## config.mk

```make
export PLATFORM = sky130hd
export DESIGN_NAME = check_bet
export DESIGN_NICKNAME = d
export VERILOG_FILES = /design/src/rtl/check_bet.sv
export SDC_FILE = /design/constraint.sdc
export NUM_CORES = 1
export LEC_CHECK = 0
export BUFFER_PORTS_ARGS = -buffer_cell sky130_fd_sc_hd__buf_4
export CORE_AREA = 2 2 62 64
export CTS_CLUSTER_DIAMETER = 50
export DETAILED_ROUTE_END_ITERATION = 8
export DIE_AREA = 0 0 64 66
export HOLD_SLACK_MARGIN = 0.05
export PLACE_DENSITY = 0.73
export SLEW_MARGIN = 25
export SYNTH_ARGS = -nofsm -noshare
export SYNTH_HDL_FRONTEND = slang
export SYNTH_SLANG_ARGS = --single-unit
```

## constraint.sdc

```tcl
create_clock -name clk -period 3.2 [get_ports clk]
set_input_delay 0.48 -clock clk [delete_from_list [all_inputs] [get_ports clk]]
set_output_delay 0.48 -clock clk [all_outputs]
set_load 0.005 [all_outputs]
```

## src/rtl/check_bet.sv

```systemverilog
// check_bet: lottery bet checker.
// Each Set strobe checks one bet slot (selected by `number`) against the four
// winning numbers. `hit` counts matches for the bet in progress. Slot 3
// completes the bet and adds its prize to the saturating 10-bit `sum`.
// Optional build macro BET_RANGE_CHECK_EN: a bet value of 0 never matches and
// flags the bet as erroneous, so that bet earns no prize.
module check_bet #(
    parameter int PRIZE2 = 10,
    parameter int PRIZE3 = 100,
    parameter int PRIZE4 = 500
) (
    input  logic       clk,
    input  logic       reset,
    input  logic [4:0] W1,
    input  logic [4:0] W2,
    input  logic [4:0] W3,
    input  logic [4:0] W4,
    input  logic [4:0] B1,
    input  logic [4:0] B2,
    input  logic [4:0] B3,
    input  logic [4:0] B4,
    input  logic       Set,
    input  logic       RD_ERR,
    input  logic [1:0] number,
    output logic [2:0] hit,
    output logic [9:0] sum
);

    // Error flag for the bet in progress.
    logic       err;
    // Set once a bet has been started with slot 0. Reset clears it, so a bet
    // interrupted by reset cannot pay out from its leftover slots.
    logic       live;

    logic [4:0] sel;
    logic       match;
    logic       bad;
    logic [2:0] hit_base;
    logic [2:0] hit_nxt;
    logic       err_nxt;
    logic       live_nxt;
    logic [9:0] prize;
    logic [10:0] sum_add;
    logic [9:0] sum_nxt;

    // Select the bet value for the slot being checked.
    always_comb begin
        sel = B1;
        case (number)
            2'd0: sel = B1;
            2'd1: sel = B2;
            2'd2: sel = B3;
            2'd3: sel = B4;
            default: sel = B1;
        endcase
    end

    // Match against any winning number; duplicates in W still give one hit.
    always_comb begin
        bad   = 1'b0;
        match = (sel == W1) | (sel == W2) | (sel == W3) | (sel == W4);
`ifdef BET_RANGE_CHECK_EN
        if (sel == 5'd0) begin
            bad   = 1'b1;
            match = 1'b0;
        end
`endif
    end

    // Next hit count, error flag, and the prize for a completing slot.
    always_comb begin
        hit_base = (number == 2'd0) ? 3'd0 : hit;
        hit_nxt  = (hit_base >= 3'd4) ? 3'd4 : hit_base + {2'b00, match};
        err_nxt  = ((number == 2'd0) ? 1'b0 : err) | RD_ERR | bad;
        live_nxt = (number == 2'd0) ? 1'b1 : live;

        prize = 10'd0;
        if (!err_nxt && live_nxt) begin
            case (hit_nxt)
                3'd2:    prize = 10'(PRIZE2);
                3'd3:    prize = 10'(PRIZE3);
                3'd4:    prize = 10'(PRIZE4);
                default: prize = 10'd0;
            endcase
        end

        sum_add = {1'b0, sum} + {1'b0, prize};
        sum_nxt = sum_add[10] ? 10'd1023 : sum_add[9:0];
    end

    // Bet state register; updates only on a Set cycle.
    always_ff @(posedge clk or negedge reset) begin
        if (!reset) begin
            hit  <= 3'd0;
            sum  <= 10'd0;
            err  <= 1'b0;
            live <= 1'b0;
        end else if (Set) begin
            hit  <= hit_nxt;
            err  <= err_nxt;
            live <= live_nxt;
            if (number == 2'd3)
                sum <= sum_nxt;
        end
    end

endmodule

```

# Word-level counts from Yosys, hierarchy flattened
# Index checks and enable logic that the tools add are counted.
# W data, S select, Z words.
# op_classes
addsub,2
order_cmp,1
eq_ne,10
muxes,8
bitwise_logic,4
n_reduce_logical,4
# ops
cell,n
$pmux W9 S3,1
$eq A5 B5 Y1,4
$pmux W5 S4,1
$add A10 B10 Y11,1
$mux W10,1
$mux W9,1
$eq A3 B2 Y1 const B,2
$mux W3,2
$eq A2 B2 Y1 const B,2
$or A1 B1 Y1,4
$add A3 B1 Y3,1
$eq A3 B3 Y1 const B,1
$ge A3 B3 Y1 const B,1
$eq A2 B1 Y1 const B,1
$logic_not A2 Y1,1
$mux W1,2
$reduce_and A2 Y1,1
$logic_and A1 B1 Y1,1
$logic_not A1 Y1,1
# totals
regBits,15
word_cells,33

# Logic depth before layout (Yosys ltp)
# logic_depth
word_depth,13
depth_mapped,23
ltp_nobuf,21

# Worst setup path after synthesis
# Ideal clock, no wire load.
# synth_path
path_type,input-to-reg
startpoint,input port number[0]
endpoint,register sum[3]
setup_time_ps,121
t_arrival_ps,4424
path_slack_ps,-1345
path_stages,23
path_buffers,2
path_cell_list,buf_4 mux4_2 xnor2_1 nand3_1 nor3_1 a31oi_1 o311ai_1 ha_1 ha_1 inv_1 ha_1 and3_1 nand2_1 a21o_1 inv_1 ha_1 clkbuf_1 a21o_1 a211oi_1 a2bb2oi_1 o31a_4 nand2_2 o22a_1
# synth_via
elab_chain_cells,13
word_cells_on_any_way,29
# synth_lines
item,line,rtl
from (decl),24,"input logic [1:0] number,"
"$eq A2 B2 Y1, or another cell as far along","49, 102",
$pmux W5 S4,49,case (number)
$eq A5 B5 Y1,61,match = (sel == W1) | (sel == W2) | (sel == W3) | (sel == W4);
$or A1 B1 Y1 (3 in series),61,
$add A3 B1 Y3,73,"hit_nxt = (hit_base >= 3'd4) ? 3'd4 : hit_base + {2'b00, match};"
$mux W3,73,
$eq A3 B3 Y1 / $eq A3 B2 Y1 (equally long branches),79,case (hit_nxt)
$pmux W9 S3,79,
$mux W9,78,if (!err_nxt && live_nxt) begin
$add A10 B10 Y11,87,"sum_add = {1'b0, sum} + {1'b0, prize};"
$mux W10,88,sum_nxt = sum_add[10] ? 10'd1023 : sum_add[9:0];
to (signal assigned),103,sum <= sum_nxt;
to (decl),26,output logic [9:0] sum
# Parallel ways exist; a longest one is shown, timed or not.
# A chain may end at the register's enable or synchronous reset.

# Worst setup path in the final report
# layout_path
startpoint,input port number[1]
endpoint,register sum[3]
# The elaborated chain is that of the path after synthesis.

==> flow_summary.json <==
{
  "switching_share": 0.4106,
  "outcome": "finished, violations left",
  "peakVddDrop_uv": 430.0,
  "synth_edf_count": 0,
  "die_h_um": 66,
  "cp.arrival_ns": 4.24,
  "fmax_mhz": 247.7,
  "final_hold_viol_count": 0,
  "synth-seq-area-share": 0.2525,
  "fillCellCount": 279,
  "start_kind": "primary input",
  "postSynth.asyncResetShare": 1.000,
  "syn_area_mm2": 0.001486,
  "p_leak_nw": 1.122,
  "drc": 0,
  "failed_checks": "negative setup slack",
  "vias": 1653,
  "crit_chain": "buf_12 -> mux4_2 -> xnor2_2 -> nand3_1 -> nor3_2 -> a31oi_1 -> o311ai_2 -> ha_2 -> ha_4 -> inv_2 -> ha_4 -> and3_4 -> nand2_2 -> a21o_1 -> inv_2 -> ha_4 -> a21o_1 -> a211oi_4 -> a2bb2oi_2 -> o31a_4 -> nand2_4 -> o22a_1",
  "drive_above_1_share": 0.5534,
  "crit_family": "compound AO/OA/AOI/OAI gates",
  "rsz0062_at_grt": "yes",
  "grt_pass1_wl_um": 7872,
  "dp_cells": 296,
  "diodes": 0,
  "ios": 59,
  "clk_path_buf_depth": 2,
  "synthFlopType": "dfrtp_1",
  "finalSetupViolations": 10,
  "ant_nets": 0,
  "slowest_stage": "mux4_2",
  "synth_top_area_cell": "dfrtp_1",
  "clk_latency_ns": 0.30,
  "place_congestion": 0.9682,
  "worstSetupEndpointType": "register",
  "ff_latch_area_um2": 375.4,
  "intPower_w": 0.0007294,
  "p_switching_w": 0.0005082,
  "start_util": 0.4186,
  "finClkSkew_ns": 0.01402,
  "chipWidth_um": 64,
  "crit_type": "primary input to register",
  "cts_buffers": 3,
  "final_cell_area_mm2": 0.002506,
  "finalCriticalPeriod_ns": 4.037,
  "crit_buf_inv": 3,
  "multi_input_area_mm2": 0.001249,
  "cp_max_fo": 7,
  "postSynthAreaPerCell_um2": 9.064,
  "clock-sinks": 15,
  "placed_area_mm2": 0.002222,
  "clkPwrFrac": 0.098,
  "synth_top_area_frac": 0.2525,
  "grt_usage": 0.2441,
  "rows": 22,
  "synthCells": 164,
  "wire_per_inst_um": 15.84,
  "p_per_area_mw_per_mm2": 493.8,
  "synth.area.top_cells": "dfrtp_1 25%, ha_1 7.6%, mux4_2 7.6%",
  "drt-vias-per-instance": 5.332,
  "pre_cts_ws_ns": -1.210,
  "tns_ns": -7.822,
  "tritoncts": "yes",
  "grt_max_degree": 16,
  "path_common_cell": "ha_4",
  "cts-htree-levels": 1,
  "tightest_slew_ns": 0.6210,
  "overflow": 0,
  "maxSlewViolCount": 0,
  "first_pass_iters": 4,
  "path_clk_slew_ns": 0.11,
  "setup_ws_ns": -0.8370,
  "portBuffers": 58,
  "p_comb_frac": 0.660,
  "routed_wl_um": 4911,
  "grt_pass1_vias": 1735,
  "die_area_mm2": 0.004224,
  "fin_cells": 310,
  "syn_to_final_growth_pct": 68.60,
  "synth_seq_cells": 15,
  "yosysWarningCount": 0,
  "cts-root-buf": "clkbuf_4",
  "period_share": 1.262,
  "core_mm2": 0.003551,
  "dp_hpwl_um": 3552,
  "p_seq_frac": 0.242,
  "dr.first_iter.drc_count": 75,
  "whs_ns": 0.4232,
  "slew_headroom": 0.5860,
  "hold_class": "primary input to register",
  "cp.required_ns": 3.41,
  "antenna_found_initial": 0,
  "cap_violations": 0,
  "critical-path-max-stage-delay_ns": 0.59,
  "syn_nets": 220,
  "fin_nets": 319,
  "ys_types": 47
}
cell usage in the layout (no fill, tap or decap), drive strengths merged, types with 3 or more instances in the layout:
| master | count |
|---|---|
| buf | 98 |
| ha | 9 |
| inv | 8 |
| clkbuf | 3 |
| xor2 | 11 |
| a31oi | 6 |
| nand2b | 3 |
| dfrtp | 15 |
| xnor2 | 12 |
| o21ai | 7 |
| nor3 | 6 |
| o22a | 4 |
| a21oi | 9 |
| nor2 | 14 |
| mux4 | 5 |
| nand3 | 11 |
| nand2 | 7 |
| o31ai | 3 |
synth_stat cells (all sizes together) (2+ instances only):
| library cell | n |
|---|---|
| buf | 2 |
| xnor2 | 12 |
| a21oi | 9 |
| nor2 | 14 |
| o21bai | 2 |
| o31ai | 3 |
| nor4 | 2 |
| inv | 8 |
| a21o | 2 |
| and3 | 2 |
| o21ai | 7 |
| nand2 | 7 |
| dfrtp | 15 |
| mux4 | 5 |
| nor2b | 2 |
| a31oi | 6 |
| o22a | 4 |
| clkbuf | 3 |
| ha | 9 |
| o311ai | 2 |
| o31a | 2 |
| and2 | 2 |
| nand3 | 11 |
| a211oi | 2 |
| nand2b | 3 |
| xor2 | 11 |
| or2 | 2 |
| nor3 | 6 |
layout make-up:
cell class / instances / share of cell area
multi-input cells: 136 / 0.4983
repair buffers: 99 / 0.3040
flip-flops and latches: 15 / 0.1498
well taps: 48 / 0.02396
inverters: 8 / 0.01198
clock buffers: 3 / 0.008987
clock inverters: 1 / 0.002996
final timing paths:
| check | slack, ns | endpoint | depth (start not counted) | from |
|---|---|---|---|---|
| worst min register to register | 0.48 | live | 1 | live |
| max in group asynchronous | 2.44 | live | 2 | reset |
| worst min-delay path | 0.42 | err | 2 | RD_ERR |
| worst max register to register | 0.24 | sum[2] | 17 | hit[0] |
| worst max-delay path | -0.84 | sum[3] | 22 | number[1] |
| min in group asynchronous | 0.56 | sum[6] | 2 | reset |
routing by layer:
layer	wire length, um	share of wire	global-route usage
met2	2674	0.54	0.4505
met5	0	0	0
met3	194	0.040	0.05281
met4	56	0.011	0.09239
met1	1986	0.40	0.2729
through the flow:
stage	utilization	total power (W)
6_report	0.7058	0.001238
5_1_grt	0.7058	0.001322
4_1_cts	0.6786	0.001177
3_5_place_dp	0.6258	0.0009887
3_3_place_gp	0.6258	0.0009727
2_1_floorplan	-	0.0006853
power groups by stage:
stage | registers [W] | clock network (W) | logic (W)
after floorplan | 0.000290 | 0 | 0.000395
after global placement | 0.000299 | 0 | 0.000674
after detailed placement | 0.000300 | 0 | 0.000689
after CTS | 0.000299 | 0.000124 | 0.000754
after global routing | 0.000307 | 0.000135 | 0.000880
final | 0.000300 | 0.000121 | 0.000816
what timing repair did:
action                                  in CTS  in global routing
resized for setup                           20                 16
endpoints found under the setup margin      10                 10
endpoints found under the hold margin       15                  0
pin swaps                                   22                 16
hold buffers                                 1                  0
buffers inserted                             6                  3
state kept, by name (all words and copies together) (netlist names):
register / flops
sum: 10
hit: 3
err: 1
live: 1
kinds of logic (layout without fill, tap and decap cells):
family | after synthesis | count (layout) | synth area share
AOI/OAI and AO/OA | 45 | 45 | 0.2239
buffers and inverters | 13 | 111 | 0.04041
xor gates and xnor gates | 23 | 23 | 0.1355
muxes | 5 | 5 | 0.07576
DFF | 15 | 15 | 0.2525
and+or+nand+nor | 53 | 53 | 0.1827
adders and majority gates | 10 | 10 | 0.08923
Note: power is estimated with default switching activity, not from simulation.
